$ cat src/rtl/gouram_trace_collector_pkg.sv
// Shared types for the trace collector: capture FSM states and channel-id sizing.
// Latency and backpressure are not applicable because this package holds types only.
package gouram_trace_collector_pkg;

  typedef enum logic [0:0] {
    CAPTURING = 1'b0,
    LOCKED    = 1'b1
  } capture_state_e;

  localparam int unsigned DROP_WIDTH = 16;

  function automatic int unsigned ch_id_width(input int unsigned n);
    return (n > 1) ? $clog2(n) : 1;
  endfunction

endpackage

$ cat src/rtl/gouram_trace_collector_fifo.sv
// Synchronous FIFO for trace records. A pushed entry becomes visible one cycle later.
// Backpressure: a push is refused when the FIFO is full, unless an entry is popped in the same cycle.
module gouram_trace_collector_fifo #(
  parameter int unsigned WIDTH = 8,
  parameter int unsigned DEPTH = 8
) (
  input  logic                     clk,
  input  logic                     rst_n,
  input  logic                     push,
  input  logic [WIDTH-1:0]         push_dat,
  output logic                     out_vld,
  input  logic                     out_rdy,
  output logic [WIDTH-1:0]         out_dat,
  output logic [$clog2(DEPTH):0]   count
);

  localparam int unsigned AW = $clog2(DEPTH);
  localparam logic [AW:0] DEPTH_CNT = (AW+1)'(DEPTH);

  logic [WIDTH-1:0] mem [DEPTH];
  logic [AW-1:0]    wr_ptr;
  logic [AW-1:0]    rd_ptr;
  logic             pop;
  logic             push_ok;

  assign out_vld = (count != '0);
  assign pop     = out_vld && out_rdy;
  assign push_ok = push && ((count < DEPTH_CNT) || pop);
  assign out_dat = mem[rd_ptr];

  always_ff @(posedge clk) begin
    if (push_ok) begin
      mem[wr_ptr] <= push_dat;
    end
  end

  always_ff @(posedge clk or negedge rst_n) begin
    if (!rst_n) begin
      wr_ptr <= '0;
      rd_ptr <= '0;
      count  <= '0;
    end else begin
      if (push_ok) begin
        wr_ptr <= wr_ptr + 1'b1;
      end
      if (pop) begin
        rd_ptr <= rd_ptr + 1'b1;
      end
      case ({push_ok, pop})
        2'b10:   count <= count + 1'b1;
        2'b01:   count <= count - 1'b1;
        default: count <= count;
      endcase
    end
  end

endmodule

$ cat src/rtl/gouram_trace_collector.sv
// Merges tracker record streams into a single timestamped stream, with a capture/lock FSM and a drop counter.
// Latency: an accepted record appears on trace_valid one cycle later. Backpressure: channels are stalled, and drops counted, while the FIFO is full.
module gouram_trace_collector
  import gouram_trace_collector_pkg::*;
#(
  parameter int unsigned NUM_CHANNELS  = 4,
  parameter int unsigned RECORD_WIDTH  = 64,
  parameter int unsigned COUNTER_WIDTH = 32,
  parameter int unsigned FIFO_DEPTH    = 8,
  parameter bit          WRAP_COUNTER  = 1'b1,
  localparam int unsigned CH_W         = ch_id_width(NUM_CHANNELS)
) (
  input  logic                                    clk,
  input  logic                                    rst_n,
  input  logic [NUM_CHANNELS-1:0]                 ch_valid,
  input  logic [NUM_CHANNELS*RECORD_WIDTH-1:0]    ch_data,
  output logic [NUM_CHANNELS-1:0]                 ch_ready,
  input  logic                                    repeat_detected,
  input  logic                                    unlock,
  output logic                                    trace_valid,
  output logic [COUNTER_WIDTH+CH_W+RECORD_WIDTH-1:0] trace_data,
  input  logic                                    trace_ready,
  output logic                                    trace_capture_enable,
  output logic                                    lock,
  output logic [COUNTER_WIDTH-1:0]                counter_o,
  output logic [DROP_WIDTH-1:0]                   drop_count
);

  localparam int unsigned CNT_W = $clog2(FIFO_DEPTH) + 1;
  localparam logic [CNT_W-1:0] DEPTH_CNT = CNT_W'(FIFO_DEPTH);
  localparam logic [CH_W-1:0]  LAST_CH   = CH_W'(NUM_CHANNELS - 1);

  typedef struct packed {
    logic [COUNTER_WIDTH-1:0] ts;
    logic [CH_W-1:0]          ch;
    logic [RECORD_WIDTH-1:0]  payload;
  } trace_hdr_t;

  capture_state_e   state;
  logic             run;
  logic [CH_W-1:0]  rr_ptr;
  logic [CH_W-1:0]  idx;
  logic [CH_W-1:0]  grant_id;
  logic             grant_vld;
  logic             accept;
  logic             fifo_free;
  logic             out_pop;
  logic [CNT_W-1:0] fifo_count;
  trace_hdr_t       push_dat;
  trace_hdr_t       out_dat;

  // Round-robin search starting at rr_ptr, which holds the channel after the last grant.
  always_comb begin
    grant_vld = 1'b0;
    grant_id  = '0;
    idx       = '0;
    for (int k = 0; k < NUM_CHANNELS; k++) begin
      idx = CH_W'((int'(rr_ptr) + k) % NUM_CHANNELS);
      if (!grant_vld && ch_valid[idx]) begin
        grant_vld = 1'b1;
        grant_id  = idx;
      end
    end
  end

  assign out_pop   = trace_valid && trace_ready;
  assign fifo_free = (fifo_count < DEPTH_CNT) || out_pop;
  // run keeps ch_ready low until the counter has left its reset value, so no record is stamped with all-ones.
  assign accept    = run && (state == CAPTURING) && fifo_free && grant_vld;

  always_comb begin
    ch_ready = '0;
    if (accept) begin
      ch_ready[grant_id] = 1'b1;
    end
  end

  assign push_dat.ts      = counter_o;
  assign push_dat.ch      = grant_id;
  assign push_dat.payload = ch_data[RECORD_WIDTH*grant_id +: RECORD_WIDTH];
  assign trace_data       = out_dat;

  gouram_trace_collector_fifo #(
    .WIDTH ($bits(trace_hdr_t)),
    .DEPTH (FIFO_DEPTH)
  ) u_fifo (
    .clk      (clk),
    .rst_n    (rst_n),
    .push     (accept),
    .push_dat (push_dat),
    .out_vld  (trace_valid),
    .out_rdy  (trace_ready),
    .out_dat  (out_dat),
    .count    (fifo_count)
  );

  always_ff @(posedge clk or negedge rst_n) begin
    if (!rst_n) begin
      counter_o <= '1;
      run       <= 1'b0;
    end else begin
      run <= 1'b1;
      if (!run) begin
        counter_o <= '0;
      end else if (WRAP_COUNTER || (counter_o != '1)) begin
        counter_o <= counter_o + 1'b1;
      end
    end
  end

  // In LOCKED, unlock wins over a simultaneous repeat_detected.
  always_ff @(posedge clk or negedge rst_n) begin
    if (!rst_n) begin
      state                <= CAPTURING;
      trace_capture_enable <= 1'b1;
      lock                 <= 1'b0;
    end else begin
      case (state)
        CAPTURING: begin
          if (repeat_detected) begin
            state                <= LOCKED;
            trace_capture_enable <= 1'b0;
            lock                 <= 1'b1;
          end
        end
        LOCKED: begin
          if (unlock) begin
            state                <= CAPTURING;
            trace_capture_enable <= 1'b1;
            lock                 <= 1'b0;
          end
        end
        default: begin
          state                <= CAPTURING;
          trace_capture_enable <= 1'b1;
          lock                 <= 1'b0;
        end
      endcase
    end
  end

  always_ff @(posedge clk or negedge rst_n) begin
    if (!rst_n) begin
      rr_ptr     <= '0;
      drop_count <= '0;
    end else begin
      if (accept) begin
        rr_ptr <= (grant_id == LAST_CH) ? '0 : grant_id + 1'b1;
      end
      if (run && (state == CAPTURING) && (|ch_valid) && !fifo_free && (drop_count != '1)) begin
        drop_count <= drop_count + 1'b1;
      end
    end
  end

endmodule

$ cat config.mk
export PLATFORM = sky130hd
export DESIGN_NAME = gouram_trace_collector
export DESIGN_NICKNAME = d
export VERILOG_FILES = /design/src/rtl/gouram_trace_collector_pkg.sv /design/src/rtl/gouram_trace_collector_fifo.sv /design/src/rtl/gouram_trace_collector.sv
export SDC_FILE = /design/constraint.sdc
export NUM_CORES = 1
export LEC_CHECK = 0
export CAP_MARGIN = 20
export CORE_MARGIN = 1.5
export CORE_UTILIZATION = 60
export DETAILED_ROUTE_END_ITERATION = 6
export PLACE_DENSITY = 0.85
export SLEW_MARGIN = 20
export SYNTH_ARGS = -nofsm -noshare
export SYNTH_HDL_FRONTEND = slang
export SYNTH_SLANG_ARGS = --single-unit
export TNS_END_PERCENT = 1
$ cat constraint.sdc
create_clock -name clk -period 34.1 [get_ports clk]
set_input_delay 6.82 -clock clk [delete_from_list [all_inputs] [get_ports clk]]
set_output_delay 6.82 -clock clk [all_outputs]
set_load 0.02 [all_outputs]
[Word level (Yosys, flattened, before mapping)]
Memories as Yosys holds them, arrays and structs flattened.
Index checks and enable logic that the tools add are counted.
Storage, ports and cells
  register bits: 64
  RAM bits: 784
  input bits: 265
  output and inout port bits: 153
  logic and storage cells: 90
  memories: 1
Operators by class
  add/subtract/negate cells: 10
  magnitude comparators: 7
  eq/ne operators: 6
  shifts and indexed selects: 1
  multiplexer cells: 33
  bitwise gates (word level): 1
  reductions and logical operators: 21
Memory list
  u_fifo.mem: words 8, bits a word 98, read ports 1, clocked after Yosys merged registers in 0, wr ports 1, line gouram_trace_collector_fifo.sv:20  | logic [WIDTH-1:0] mem [DEPTH];
Operators by type and width (number)
  $shiftx 256x9->64: 1
  $add 32x1->32 const B: 1
  $mux 32: 1
  $mux 1: 17
  $add 16x1->16 const B: 1
  $ne 16x16->1 const B: 1
  $lt 2x3->1 const B: 5
  $logic_and 1x1->1: 12
  $mux 2: 5
  $bmux 1 s2: 4
  $pmux 4 s2: 1
  $add 3x1->3 const B: 2
  $pmux 1 s2: 3
  $add 2x1->2 const B: 2
  $add 2x2->2 const B: 2
  $add 4x1->4 const B: 1
  $eq 2x2->1 const B: 2
  $logic_not 1->1: 4
  $lt 4x4->1 const B: 1
  $mux 4: 1
  $ne 2x2->1 const B: 2
  $reduce_bool 4->1: 1
  $reduce_or 4->1: 1
  $sub 4x1->4 const B: 1
  other kinds (7): 7

[Longest topological paths before layout]
  word-level depth: 17
  mapped depth: 11
  depth with buffers taken out: 11

[Cells and area by module]
From an unflattened synthesis, not the netlist that was laid out.
Second synthesis, totals
  cell total of the unflattened synthesis: 1706
  area, all modules: 35128.7 um^2
By module, submodules not included
  gouram_trace_collector_fifo: times used 1, cells each 1196, area an instance 30036.3 um^2, sequential area each 23792.8 um^2
  gouram_trace_collector: times used 1, cells each 510, area an instance 5092.4 um^2, sequential area each 1392.6 um^2

[Worst setup path before layout]
Ideal clock, no wire load.
  kind: input -> register
  from: in ch_valid[0]
  to: mem u_fifo.mem[0][0] (netlist name), enable pin
  library setup time: 795 ps
  data arrival time: 16698 ps
  data required time: 33305 ps
  setup slack: 16608 ps
  cell stages on the path: 5
  path buffers: 0
  cell sequence: or4_1 > nand3b_1 > nor2_2 > inv_2 > nor4_1
Between the ends
  longest elaborated chain between the ends: 16
  elaborated cells on any way between the ends: 22
  those cells by class: mux (14); reduce/logical (8)
Ends and longest elaborated chain
  start, declared: line gouram_trace_collector.sv:15  | input logic [NUM_CHANNELS-1:0] ch_valid,
  $bmux 1 s2: line gouram_trace_collector.sv:59  | if (!grant_vld && ch_valid[idx]) begin
  $mux 1 (not written as such): line gouram_trace_collector.sv:59
  $mux 1: line gouram_trace_collector.sv:59
  $logic_not 1->1: line gouram_trace_collector.sv:59
  $logic_and 1x1->1: line gouram_trace_collector.sv:59
  $mux 1: line gouram_trace_collector.sv:59
  $logic_not 1->1: line gouram_trace_collector.sv:59
  $logic_and 1x1->1: line gouram_trace_collector.sv:59
  $mux 1: line gouram_trace_collector.sv:59
  $logic_not 1->1: line gouram_trace_collector.sv:59
  $logic_and 1x1->1: line gouram_trace_collector.sv:59
  $mux 1 (*): line gouram_trace_collector.sv:59
  $logic_and 1x1->1 (*): line gouram_trace_collector.sv:69  | assign accept = run && (state == CAPTURING) && fifo_free && grant_vld;
  $logic_and 1x1->1 (*): line gouram_trace_collector_fifo.sv:28  | assign push_ok = push && ((count < DEPTH_CNT) || pop);
  $mux 1 (*): line gouram_trace_collector_fifo.sv:32  | if (push_ok) begin
  $mux 1 (not written as such) (*): line gouram_trace_collector_fifo.sv:33  | mem[wr_ptr] <= push_dat;
  end, declared: line gouram_trace_collector_fifo.sv:20
Every way passes the cells marked *; elsewhere a longest branch is shown, timed or not. The select of a mux whose other input is x is not followed.

[Worst setup path after layout]
  from: in ch_valid[2]
  to: out ch_ready[1]
Between the ends
  longest elaborated chain between the ends: 17
  elaborated cells on any way between the ends: 29
  those cells by class: order compare (2); mux (19); reduce/logical (8)
Ends and longest elaborated chain
  $bmux 1 s2: line gouram_trace_collector.sv:59
  $mux 1 (not written as such): line gouram_trace_collector.sv:59
  $mux 1: line gouram_trace_collector.sv:59
  $logic_not 1->1: line gouram_trace_collector.sv:59
  $logic_and 1x1->1: line gouram_trace_collector.sv:59
  $mux 1: line gouram_trace_collector.sv:59
  $logic_not 1->1: line gouram_trace_collector.sv:59
  $logic_and 1x1->1: line gouram_trace_collector.sv:59
  $mux 1: line gouram_trace_collector.sv:59
  $logic_not 1->1: line gouram_trace_collector.sv:59
  $logic_and 1x1->1: line gouram_trace_collector.sv:59
  $mux 2: line gouram_trace_collector.sv:59
  $lt 2x3->1 (not written as such) or $ge 2x1->1 (tied branches): line gouram_trace_collector.sv:74  | ch_ready[grant_id] = 1'b1;
  $logic_and 1x1->1 (not written as such): line gouram_trace_collector.sv:74
  $mux 1 (not written as such): line gouram_trace_collector.sv:74
  $demux 1 s2: line gouram_trace_collector.sv:74
  $mux 4 (*): line gouram_trace_collector.sv:73  | if (accept) begin
  end, declared: line gouram_trace_collector.sv:17  | output logic [NUM_CHANNELS-1:0] ch_ready,
Marked as above.

==> flow_metrics.py <==
metrics = {
    "clocking": {
        "clockRootBuffer": "clkbuf_16",
        "cts_resized": 0,
        "cts_buffers": 82,
        "h-tree-depth": 3,
        "clockBufferDepth": 3,
        "cts.sinks": 848,
        "insertion_delay_ns": 0.62,
        "cts.clk_slew.worst_paths_ns": 0.06,
        "cts_setup_buffers": 0,
        "ctsHoldBuffers": 0,
        "cts_tree": "done",
    },
    "synth": {
        "yosysTopAreaCell": "edfxtp_1",
        "synthTopCellsByArea": "edfxtp_1 67%, mux4_2 13%, mux2i_1 5.5%, mux2_2 3.2%, dfstp_2 2.5%",
        "ys_seq_elements": 848,
        "synthArstFlopShare": 0.0755,
        "synthCells": 1699,
        "ys_seq_area_frac": 0.719,
        "synth_cell_types": 51,
        "yosysTopAreaCellShare": 0.672,
        "syn_area_um2": 35000,
        "synthFlopType": "edfxtp_1",
        "syn-num-nets": 1976,
        "synth_area_per_cell_um2": 20.6,
        "synth_edf_count": 784,
        "synth_warnings": 0,
    },
    "power": {
        "power_density_nw_per_um2": 79.7,
        "seq_power_share": 0.401,
        "leakagePower_nw": 14.7,
        "internal-power_w": 0.00236,
        "switching_share": 0.303,
        "peakVddDrop_v": 0.0000658,
        "power.switching_w": 0.00103,
        "p_clk_frac": 0.262,
        "p_comb_frac": 0.337,
    },
    "setup_path": {
        "path_depth": 8,
        "cp-endpoint": "ch_ready[1]",
        "path_delay_family": "buffers and inverters",
        "critPathArrivalTime_ns": 9.85,
        "crit_slowest_cell": "clkdlybuf4s50_1",
        "cp.required_ns": 27.28,
        "cpMostUsedCell": "clkdlybuf4s50_1",
        "crit_type": "in2out",
        "path_cells": "clkdlybuf4s50_1, nor2_1, a221oi_1, nand3_4, buf_4, ha_1, and2_1, clkdlybuf4s50_1",
        "crit_fanout": 42,
        "critPathBufInv": 3,
        "cpPeakStageDelay_ns": 0.58,
        "timing.rr.start": "state",
        "startpoint": "ch_valid[2]",
        "r2r_end": "u_fifo.mem[6][75]",
        "cp-end-kind": "output port",
        "worst-r2r-cell-count": 6,
        "worstSetupStartpointType": "input pin",
        "r2r_slack_ns": 30.11,
    },
    "floorplanning": {
        "initial_core_util": 0.607,
        "die_x_um": 245,
        "die_h_um": 245,
        "rows": 88,
        "ios": 418,
        "core_area_um2": 57700,
        "die_area_um2": 59800,
    },
    "place": {
        "gp_congestion": 0.806,
        "dp_hpwl_mm": 44.3,
        "port_buffers": 417,
        "pre_cts_ws_ns": 17.41,
    },
    "final_layout": {
        "area_growth_pct": 21.2,
        "final_nets": 2396,
        "drive_gt1_frac": 0.228,
        "antennaDiodeCount": 0,
        "utilization": 0.736,
    },
    "timing": {
        "fin_setup_tns_ns": 0,
        "hold_ws_ns": 0.493,
        "fin_crit_sh": 0.489,
        "period_needed_ns": 16.67,
        "maxSlewViolCount": 0,
        "fin_ws_ns": 17.43,
        "hold_viol": 0,
        "setup_viol_count_final": 0,
        "worst_pin_slew_ns": 1.16,
        "relSlewSlack": 0.223,
        "clock.fmax_mhz": 60.0,
        "rsz0062_at_grt": "false",
        "clock-skew-final_ns": 0.0203,
    },
    "status": {
        "status": "finished, final reports clean",
    },
    "detailed_routing": {
        "drc": 0,
        "vias_per_cell": 6.15,
        "wl_per_cell_um": 26.9,
        "drtPass1Iterations": 7,
        "vias": 18100,
        "ant_nets": 0,
        "dr.first_iter.drc_count": 1592,
        "routed_wl_mm": 79.1,
    },
    "global_route": {
        "grt_pass1_wl_mm": 118,
        "antenna_found_initial": 0,
        "grt_max_degree": 127,
        "gr-usage-met1": 0.348,
        "grt_pass1_vias": 19400,
        "gr-total-overflow": 0,
        "use_met3": 0.0542,
        "busiest_layer": "met2",
        "grt_util_all_layers": 0.267,
        "use_met2": 0.455,
    },
    "worst_hold_path": {
        "hp-class": "reg2reg",
    },
    "job": {
        "drv_cap": 0,
    },
}
## routing by layer
layer | vias up | part of all wire
li1 | 7728 | -
met1 | 9448 | 0.38
met2 | 832 | 0.52
met3 | 123 | 0.079
met4 | 0 | 0.022
met5 | - | 0
## sequential cells by signal, indices dropped and copies added, names as in the netlist
signal	flops
u_fifo.count	4
counter_o	32
u_fifo.wr_ptr	3
state	1
drop_count	16
trace_capture_enable	1
u_fifo.mem	784
run	1
lock	1
rr_ptr	2
u_fifo.rd_ptr	3
## worst min path at each step
stage	slack, ns	cells after the start	start	end
floorplan	0.46	1	u_fifo.count[3]	u_fifo.count[3]
global placement	0.47	2	trace_capture_enable	trace_capture_enable
detailed placement	0.48	2	trace_capture_enable	trace_capture_enable
CTS	0.49	2	trace_capture_enable	trace_capture_enable
global route	0.51	2	trace_capture_enable	trace_capture_enable
finish	0.49	2	trace_capture_enable	trace_capture_enable
## stage by stage
| step | std cells | cell area, µm² | power [W] |
|---|---|---|---|
| after floorplan | 1699 | 35000 | 0.00211 |
| after global placement | 2798 | 39800 | 0.00248 |
| after detailed placement | 2798 | 39800 | 0.00251 |
| after CTS | 2944 | 42400 | 0.00341 |
| after global routing | 2946 | 42400 | 0.00351 |
| final | 2946 | 42400 | 0.00338 |
## cell usage after synthesis, types with 3 or more instances
library cell and count:
edfxtp_1 784, mux4_2 196, and4_1 8, and2_1 34, a21oi_1 3, nor3_1 11, buf_4 56, buf_2 22
xor2_1 17, nor2_1 17, mux2_2 100, inv_1 9, dfrtp_1 31, mux2i_1 193, buf_1 8, xnor2_1 32
o21ai_0 6, buf_6 5, nand2_1 30, dfstp_2 33, nand3_1 17, nand4_1 10, nor2b_1 4, clkbuf_1 21
and3_1 9, ha_1 11
## power by group through the flow
stage          clock network [W]  logic, W  registers (W)
6_report                0.000885   0.00114        0.00136
5_1_grt                 0.000937   0.00120        0.00136
4_1_cts                 0.000900   0.00115        0.00136
3_5_place_dp                   0   0.00114        0.00138
3_3_place_gp                   0   0.00111        0.00137
2_1_floorplan                  0  0.000775        0.00133
## placed cells by master (no fill, tap or decap), types with 4 or more instances in the layout
| master | count |
|---|---|
| edfxtp_1 | 784 |
| clkbuf_1 | 19 |
| mux4_2 | 196 |
| and2_1 | 34 |
| clkinv_2 | 9 |
| mux2_2 | 100 |
| bufinv_16 | 6 |
| nor3_2 | 4 |
| dfrtp_1 | 28 |
| nand2_1 | 30 |
| xnor2_1 | 32 |
| clkbuf_16 | 85 |
| nor2b_1 | 4 |
| and3_1 | 9 |
| clkdlybuf4s50_1 | 416 |
| dfstp_2 | 33 |
| o21ai_0 | 6 |
| nor2_1 | 14 |
| xor2_1 | 17 |
| nand3_1 | 16 |
| buf_4 | 28 |
| nand4_1 | 10 |
| inv_1 | 9 |
| clkbuf_8 | 7 |
| clkinv_1 | 14 |
| ha_1 | 11 |
| nor3_1 | 7 |
| mux2i_1 | 193 |
| and4_1 | 8 |
## worst reg2reg max path: cells and delay by family (launching register included)
kind	cells	cell delay [ns]
buffers and inverters	3	1.70
flip-flops	1	0.45
AND/OR/NAND/NOR	3	1.42
## logic make-up (layout without fill, tap and decap cells)
group,Yosys count,in the layout,share of synthesized area
fa+ha+maj,12,12,0.00450
simple gates,155,155,0.0251
xor+xnor,49,49,0.0123
compound gates,22,22,0.00461
flops,848,848,0.719
other cells,1,1,0.000107
mux,489,489,0.213
buf+inv,123,605,0.0210
## area by class of cell
cell class	count	area, µm²
sequential	848	25200
fill	3221	15200
multi-input combinational	728	9180
timing repair buffer	448	4450
clock buffer	111	2290
tap	765	957
clock inverter	35	330
inverter	11	41.3
No activity file was read; power rests on OpenSTA's default activity.
